File: config.mk
export PLATFORM = sky130hd
export DESIGN_NAME = mesm6_memarb
export DESIGN_NICKNAME = d
export VERILOG_FILES = /design/src/rtl/mesm6_pkg.sv /design/src/rtl/mesm6_ibuf.sv /design/src/rtl/mesm6_memarb.sv
export SDC_FILE = /design/constraint.sdc
export NUM_CORES = 1
export LEC_CHECK = 0
export CAP_MARGIN = 5
export CORE_AREA = 4 4 113 115
export DETAILED_ROUTE_END_ITERATION = 10
export DIE_AREA = 0 0 117 119
export DONT_BUFFER_PORTS = 1
export GPL_TIMING_DRIVEN = 0
export PLACE_DENSITY = 0.81
export SYNTH_ARGS = -nofsm -noshare
export SYNTH_HDL_FRONTEND = slang
export SYNTH_SLANG_ARGS = --single-unit
File: constraint.sdc
create_clock -name clk -period 1.7 [get_ports clk]
set_input_delay 0.255 -clock clk [delete_from_list [all_inputs] [get_ports clk]]
set_output_delay 0.255 -clock clk [all_outputs]
set_load 0.03 [all_outputs]
File: src/rtl/mesm6_pkg.sv
// Shared definitions for the MESM-6 memory arbiter: default bus widths and
// the arbiter FSM state encoding.
package mesm6_pkg;

    localparam int ADDR_BITS_DEF = 15;
    localparam int WORD_BITS_DEF = 48;

    typedef enum logic [1:0] {
        IDLE = 2'd0,
        DATA = 2'd1,
        INSN = 2'd2,
        DONE = 2'd3
    } state_t;

endpackage

File: src/rtl/mesm6_ibuf.sv
// One-word instruction buffer (valid, tag, word). Filled on every memory
// instruction fetch, invalidated by a data write to the buffered address.
// Only instantiated when MESM6_IBUF_EN is defined.
module mesm6_ibuf
    import mesm6_pkg::*;
#(
    parameter int ADDR_BITS = ADDR_BITS_DEF,
    parameter int WORD_BITS = WORD_BITS_DEF
) (
    input  logic                 clk,
    input  logic                 reset,
    input  logic                 i_fill,
    input  logic [ADDR_BITS-1:0] i_fill_addr,
    input  logic [WORD_BITS-1:0] i_fill_data,
    input  logic                 i_inval,
    input  logic [ADDR_BITS-1:0] i_inval_addr,
    input  logic [ADDR_BITS-1:0] i_lookup_addr,
    output logic                 o_hit,
    output logic [WORD_BITS-1:0] o_data
);

    logic                 r_valid;
    logic [ADDR_BITS-1:0] r_tag;
    logic [WORD_BITS-1:0] r_word;

    // Buffer state: fill takes priority; a write to the tagged address drops it
    always_ff @(posedge clk) begin
        if (reset) begin
            r_valid <= 1'b0;
            r_tag   <= '0;
            r_word  <= '0;
        end else if (i_fill) begin
            r_valid <= 1'b1;
            r_tag   <= i_fill_addr;
            r_word  <= i_fill_data;
        end else if (i_inval && (i_inval_addr == r_tag)) begin
            r_valid <= 1'b0;
        end
    end

    // Combinational lookup against the live fetch address
    always_comb begin
        o_hit  = r_valid && (r_tag == i_lookup_addr);
        o_data = r_word;
    end

endmodule

File: src/rtl/mesm6_memarb.sv
// MESM-6 memory arbiter: merges the core's instruction and data buses onto a
// single-port memory. A request group (fetch/read/write) is latched in IDLE,
// serviced data-first, and both done strobes are released together in DONE.
// Optional instruction buffer: define MESM6_IBUF_EN.
module mesm6_memarb
    import mesm6_pkg::*;
#(
    parameter int ADDR_BITS = ADDR_BITS_DEF,
    parameter int WORD_BITS = WORD_BITS_DEF
) (
    input  logic                 clk,
    input  logic                 reset,
    // instruction bus
    input  logic                 ibus_fetch,
    input  logic [ADDR_BITS-1:0] ibus_addr,
    output logic [WORD_BITS-1:0] ibus_input,
    output logic                 ibus_done,
    // data bus
    input  logic                 dbus_read,
    input  logic                 dbus_write,
    input  logic [ADDR_BITS-1:0] dbus_addr,
    input  logic [WORD_BITS-1:0] dbus_output,
    output logic [WORD_BITS-1:0] dbus_input,
    output logic                 dbus_done,
    // memory port
    output logic                 mem_req,
    output logic                 mem_we,
    output logic [ADDR_BITS-1:0] mem_addr,
    output logic [WORD_BITS-1:0] mem_wdata,
    input  logic [WORD_BITS-1:0] mem_rdata,
    input  logic                 mem_ack
);

    state_t               r_state;
    state_t               w_next;
    logic                 r_fetch;
    logic                 r_read;
    logic                 r_write;
    logic [ADDR_BITS-1:0] r_iaddr;
    logic [ADDR_BITS-1:0] r_daddr;
    logic [WORD_BITS-1:0] r_wdata;
    logic [WORD_BITS-1:0] r_ibus_in;
    logic [WORD_BITS-1:0] r_dbus_in;
    logic                 w_ibuf_hit;
    logic                 w_dbus_req;

`ifdef MESM6_IBUF_EN
    logic [WORD_BITS-1:0] w_ibuf_data;

    mesm6_ibuf #(
        .ADDR_BITS (ADDR_BITS),
        .WORD_BITS (WORD_BITS)
    ) u_ibuf (
        .clk           (clk),
        .reset         (reset),
        .i_fill        ((r_state == INSN) && mem_ack),
        .i_fill_addr   (r_iaddr),
        .i_fill_data   (mem_rdata),
        .i_inval       ((r_state == DATA) && mem_ack && r_write),
        .i_inval_addr  (r_daddr),
        .i_lookup_addr (ibus_addr),
        .o_hit         (w_ibuf_hit),
        .o_data        (w_ibuf_data)
    );
`else
    assign w_ibuf_hit = 1'b0;
`endif

    assign w_dbus_req = dbus_read || dbus_write;

    // State register
    always_ff @(posedge clk) begin
        if (reset) begin
            r_state <= IDLE;
        end else begin
            r_state <= w_next;
        end
    end

    // Request latch: sampled every IDLE cycle, frozen while a group is in flight
    always_ff @(posedge clk) begin
        if (reset) begin
            r_fetch <= 1'b0;
            r_read  <= 1'b0;
            r_write <= 1'b0;
            r_iaddr <= '0;
            r_daddr <= '0;
            r_wdata <= '0;
        end else if (r_state == IDLE) begin
            r_fetch <= ibus_fetch;
            r_read  <= dbus_read;
            r_write <= dbus_write;
            r_iaddr <= ibus_addr;
            r_daddr <= dbus_addr;
            r_wdata <= dbus_output;
        end
    end

    // Read-data capture; a write (even with read also set) leaves dbus_input alone
    always_ff @(posedge clk) begin
        if (reset) begin
            r_ibus_in <= '0;
            r_dbus_in <= '0;
        end else begin
            if ((r_state == DATA) && mem_ack && !r_write) begin
                r_dbus_in <= mem_rdata;
            end
            if ((r_state == INSN) && mem_ack) begin
                r_ibus_in <= mem_rdata;
            end
`ifdef MESM6_IBUF_EN
            if ((r_state == IDLE) && !w_dbus_req && ibus_fetch && w_ibuf_hit) begin
                r_ibus_in <= w_ibuf_data;
            end
`endif
        end
    end

    // Next-state: data first, then fetch; fetch-only buffer hits skip memory
    always_comb begin
        w_next = r_state;
        unique case (r_state)
            IDLE: begin
                if (w_dbus_req) begin
                    w_next = DATA;
                end else if (ibus_fetch) begin
                    w_next = w_ibuf_hit ? DONE : INSN;
                end
            end
            DATA: begin
                if (mem_ack) begin
                    w_next = r_fetch ? INSN : DONE;
                end
            end
            INSN: begin
                if (mem_ack) begin
                    w_next = DONE;
                end
            end
            DONE: begin
                w_next = IDLE;
            end
        endcase
    end

    // Outputs decoded from state and the latched group
    always_comb begin
        mem_req    = (r_state == DATA) || (r_state == INSN);
        mem_we     = (r_state == DATA) && r_write;
        mem_addr   = (r_state == INSN) ? r_iaddr : r_daddr;
        mem_wdata  = r_wdata;
        ibus_done  = (r_state == DONE) && r_fetch;
        dbus_done  = (r_state == DONE) && (r_read || r_write);
        ibus_input = r_ibus_in;
        dbus_input = r_dbus_in;
    end

endmodule

==> impl_metrics.json <==
{
  "drive_above_1_share": 0.1054,
  "critical_path_arrival_ps": 1560,
  "grt_usage": 0.2925,
  "die_h_um": 119,
  "synth_nets": 861,
  "dp_hpwl_um": 13150,
  "grt_overflow_total": 0,
  "root_buffer": "clkbuf_16",
  "min_period_ps": 1820,
  "initial_utilization": 0.5488,
  "status": "finished, violations left",
  "instances_no_fill": 1020,
  "synth-seq-cells": 179,
  "hold_viol": 0,
  "dr_total_vias": 5852,
  "syn_inst": 723,
  "clockBufferDepth": 2,
  "cts_num_sinks": 179,
  "irDropWorstVdd_mv": 1.120,
  "syn_to_final_growth_pct": 33.06,
  "rows": 40,
  "viasPerCell": 5.737,
  "clock_skew_ps": 9.978,
  "ys_seq_area_frac": 0.5528,
  "rsz0062_at_grt": "true",
  "io_buffers": 0,
  "yosys_warnings": 0,
  "numCtsBuffers": 17,
  "maxCapViolCount": 0,
  "drc": 0,
  "hold-worst-slack_ps": 2.736,
  "core_mm2": 0.01181,
  "syn_area_mm2": 0.006482,
  "syn_avg_cell_area_um2": 8.966,
  "worst_slack_ps": -119.7,
  "reg2regPathDepth": 7,
  "wire_per_inst_um": 20.64,
  "grt_pass1_vias": 6166,
  "pin_count": 295,
  "fmax_mhz": 549.5,
  "cts_tree": "built",
  "violations": "setup timing",
  "worst-setup-path-type": "flop to primary output",
  "relSlewSlack": 0.5097,
  "n_antenna_cell": 0,
  "worstMarginPinSlew_ps": 735.5,
  "report.final.slew_viol_count": 0,
  "clk_latency_ps": 420,
  "required_ps": 1440,
  "antenna_found_initial": 0,
  "crit_path_start_kind": "flop",
  "setup_violations": 16,
  "placed_cells": 870,
  "regToRegSetupSlack_ps": -60,
  "die_w_um": 117,
  "ant_nets": 0,
  "drt_wl_total_um": 21050,
  "gp_congestion": 0.8461,
  "hold_class": "primary input to flop",
  "final_common_cell": "nand2_1",
  "die_area_mm2": 0.01392,
  "cp_max_fo": 10,
  "drtPass1Iterations": 5,
  "final_cell_mix": "nand2_1 (195), dfxtp_1 (177), dlygate4sd3_1 (113)",
  "min_path_cells": 2,
  "drtIter0Drc": 323,
  "grt_max_degree": 19,
  "h-tree-depth": 4,
  "clk_pin_slew_ps": 70,
  "total_leakage_power_nw": 3.566,
  "power.density_mw_per_mm2": 1847,
  "final_core_utilization": 0.7303,
  "grt_pass1_wl_um": 31730,
  "endpoint_kind": "primary output",
  "synth.distinct_cells": 19,
  "post-route-period-util": 1.070,
  "nets": 998
}
[flip-flops by register name, summed over array words and instances (netlist names)]
register,count
r_read,1
mem_wdata,48
r_iaddr,15
r_state,2
r_write,1
r_fetch,1
r_daddr,15
dbus_input,48
ibus_input,48
[routing by layer]
metal / up-vias / routed length (um) / part of all wire / global-route usage
met4: 0 / 1108 / 0.053 / 0.1742
met2: 374 / 10720 / 0.51 / 0.5256
met5: - / 0 / 0 / 0
met3: 85 / 2142 / 0.10 / 0.1052
met1: 2753 / 7086 / 0.34 / 0.2772
li1: 2640 / - / - / -
[critical path, stage by stage, from the launching register on]
cell and delay, ps:
dfxtp_4 360, inv_4 70, ha_4 180, buf_12 160, mux2_4 370
[where the power goes]
group / total [mW] / leakage (nW) / switching (mW) / internal (mW)
sequential: 6.90 / 1.47 / 1.85 / 5.05
clock: 4.06 / 0.302 / 1.81 / 2.25
combinational: 4.98 / 1.80 / 2.81 / 2.16
total: 15.9 / 3.57 / 6.47 / 9.46
[per-stage QoR]
stage | TNS (ps) | area [um2] | power [mW] | setup WS, ps
floorplan | 0 | 6485 | 10.12 | 3.663
global placement | -10970 | 6669 | 10.76 | -214.7
detailed placement | -19250 | 6669 | 10.97 | -299.4
CTS | -1691 | 8581 | 15.58 | -120.3
global route | -2373 | 8626 | 16.59 | -163.3
finish | -1584 | 8626 | 15.93 | -119.7
[synthesized netlist by cell type]
library cell	number	area, um2
mux2_2	15	168.9
o21a_1	1	7.510
nand2_1	195	732.0
nor2b_1	1	6.260
and2_1	3	18.77
buf_2	16	80.08
clkbuf_1	27	101.4
dfxtp_1	179	3583
a211oi_1	3	22.52
or2_1	1	6.260
mux2i_1	81	810.8
inv_1	3	11.26
nor2_1	84	315.3
or4b_1	1	10.01
o21ai_2	1	8.760
a21oi_1	97	485.5
ha_1	6	75.07
buf_1	8	30.03
a211o_1	1	8.760
[logic make-up (layout without fill, tap and decap cells)]
logic type | Yosys count | in the layout | synth area share
adder cells (fa/ha/maj) | 6 | 6 | 0.01158
multiplexers | 96 | 96 | 0.1511
buffers and inverters | 54 | 204 | 0.03436
AO/OA/AOI/OAI | 103 | 103 | 0.08222
flip-flops | 179 | 179 | 0.5528
AND/OR/NAND/NOR | 285 | 285 | 0.1679
[what timing repair did]
action / 4_1_cts / 5_1_grt
pin swaps: 0 / 1
hold buffers: 113 / 0
gates resized for setup: 42 / 21
buffers inserted: 6 / 1
hold endpoints to repair: 161 / 0
setup endpoints to repair: 73 / 89
[area by class of cell]
type | instances | area, um2
fillers | 751 | 3186
inverters | 3 | 13.76
multi-input cells | 490 | 2771
well taps | 147 | 183.9
flip-flops and latches | 179 | 3588
clock inverters | 15 | 191.4
repair buffers | 120 | 1184
clock buffers | 17 | 425.4
plain buffers | 49 | 267.8
[final timing paths]
check / startpoint / endpoint
hold / removal: dbus_output[11] / mem_wdata[11]
setup / recovery: r_state[0] / mem_addr[9]
hold reg to reg: r_daddr[6] / r_daddr[6]
setup reg to reg: r_state[1] / r_state[1]
Power figures use the tool's default switching activity.
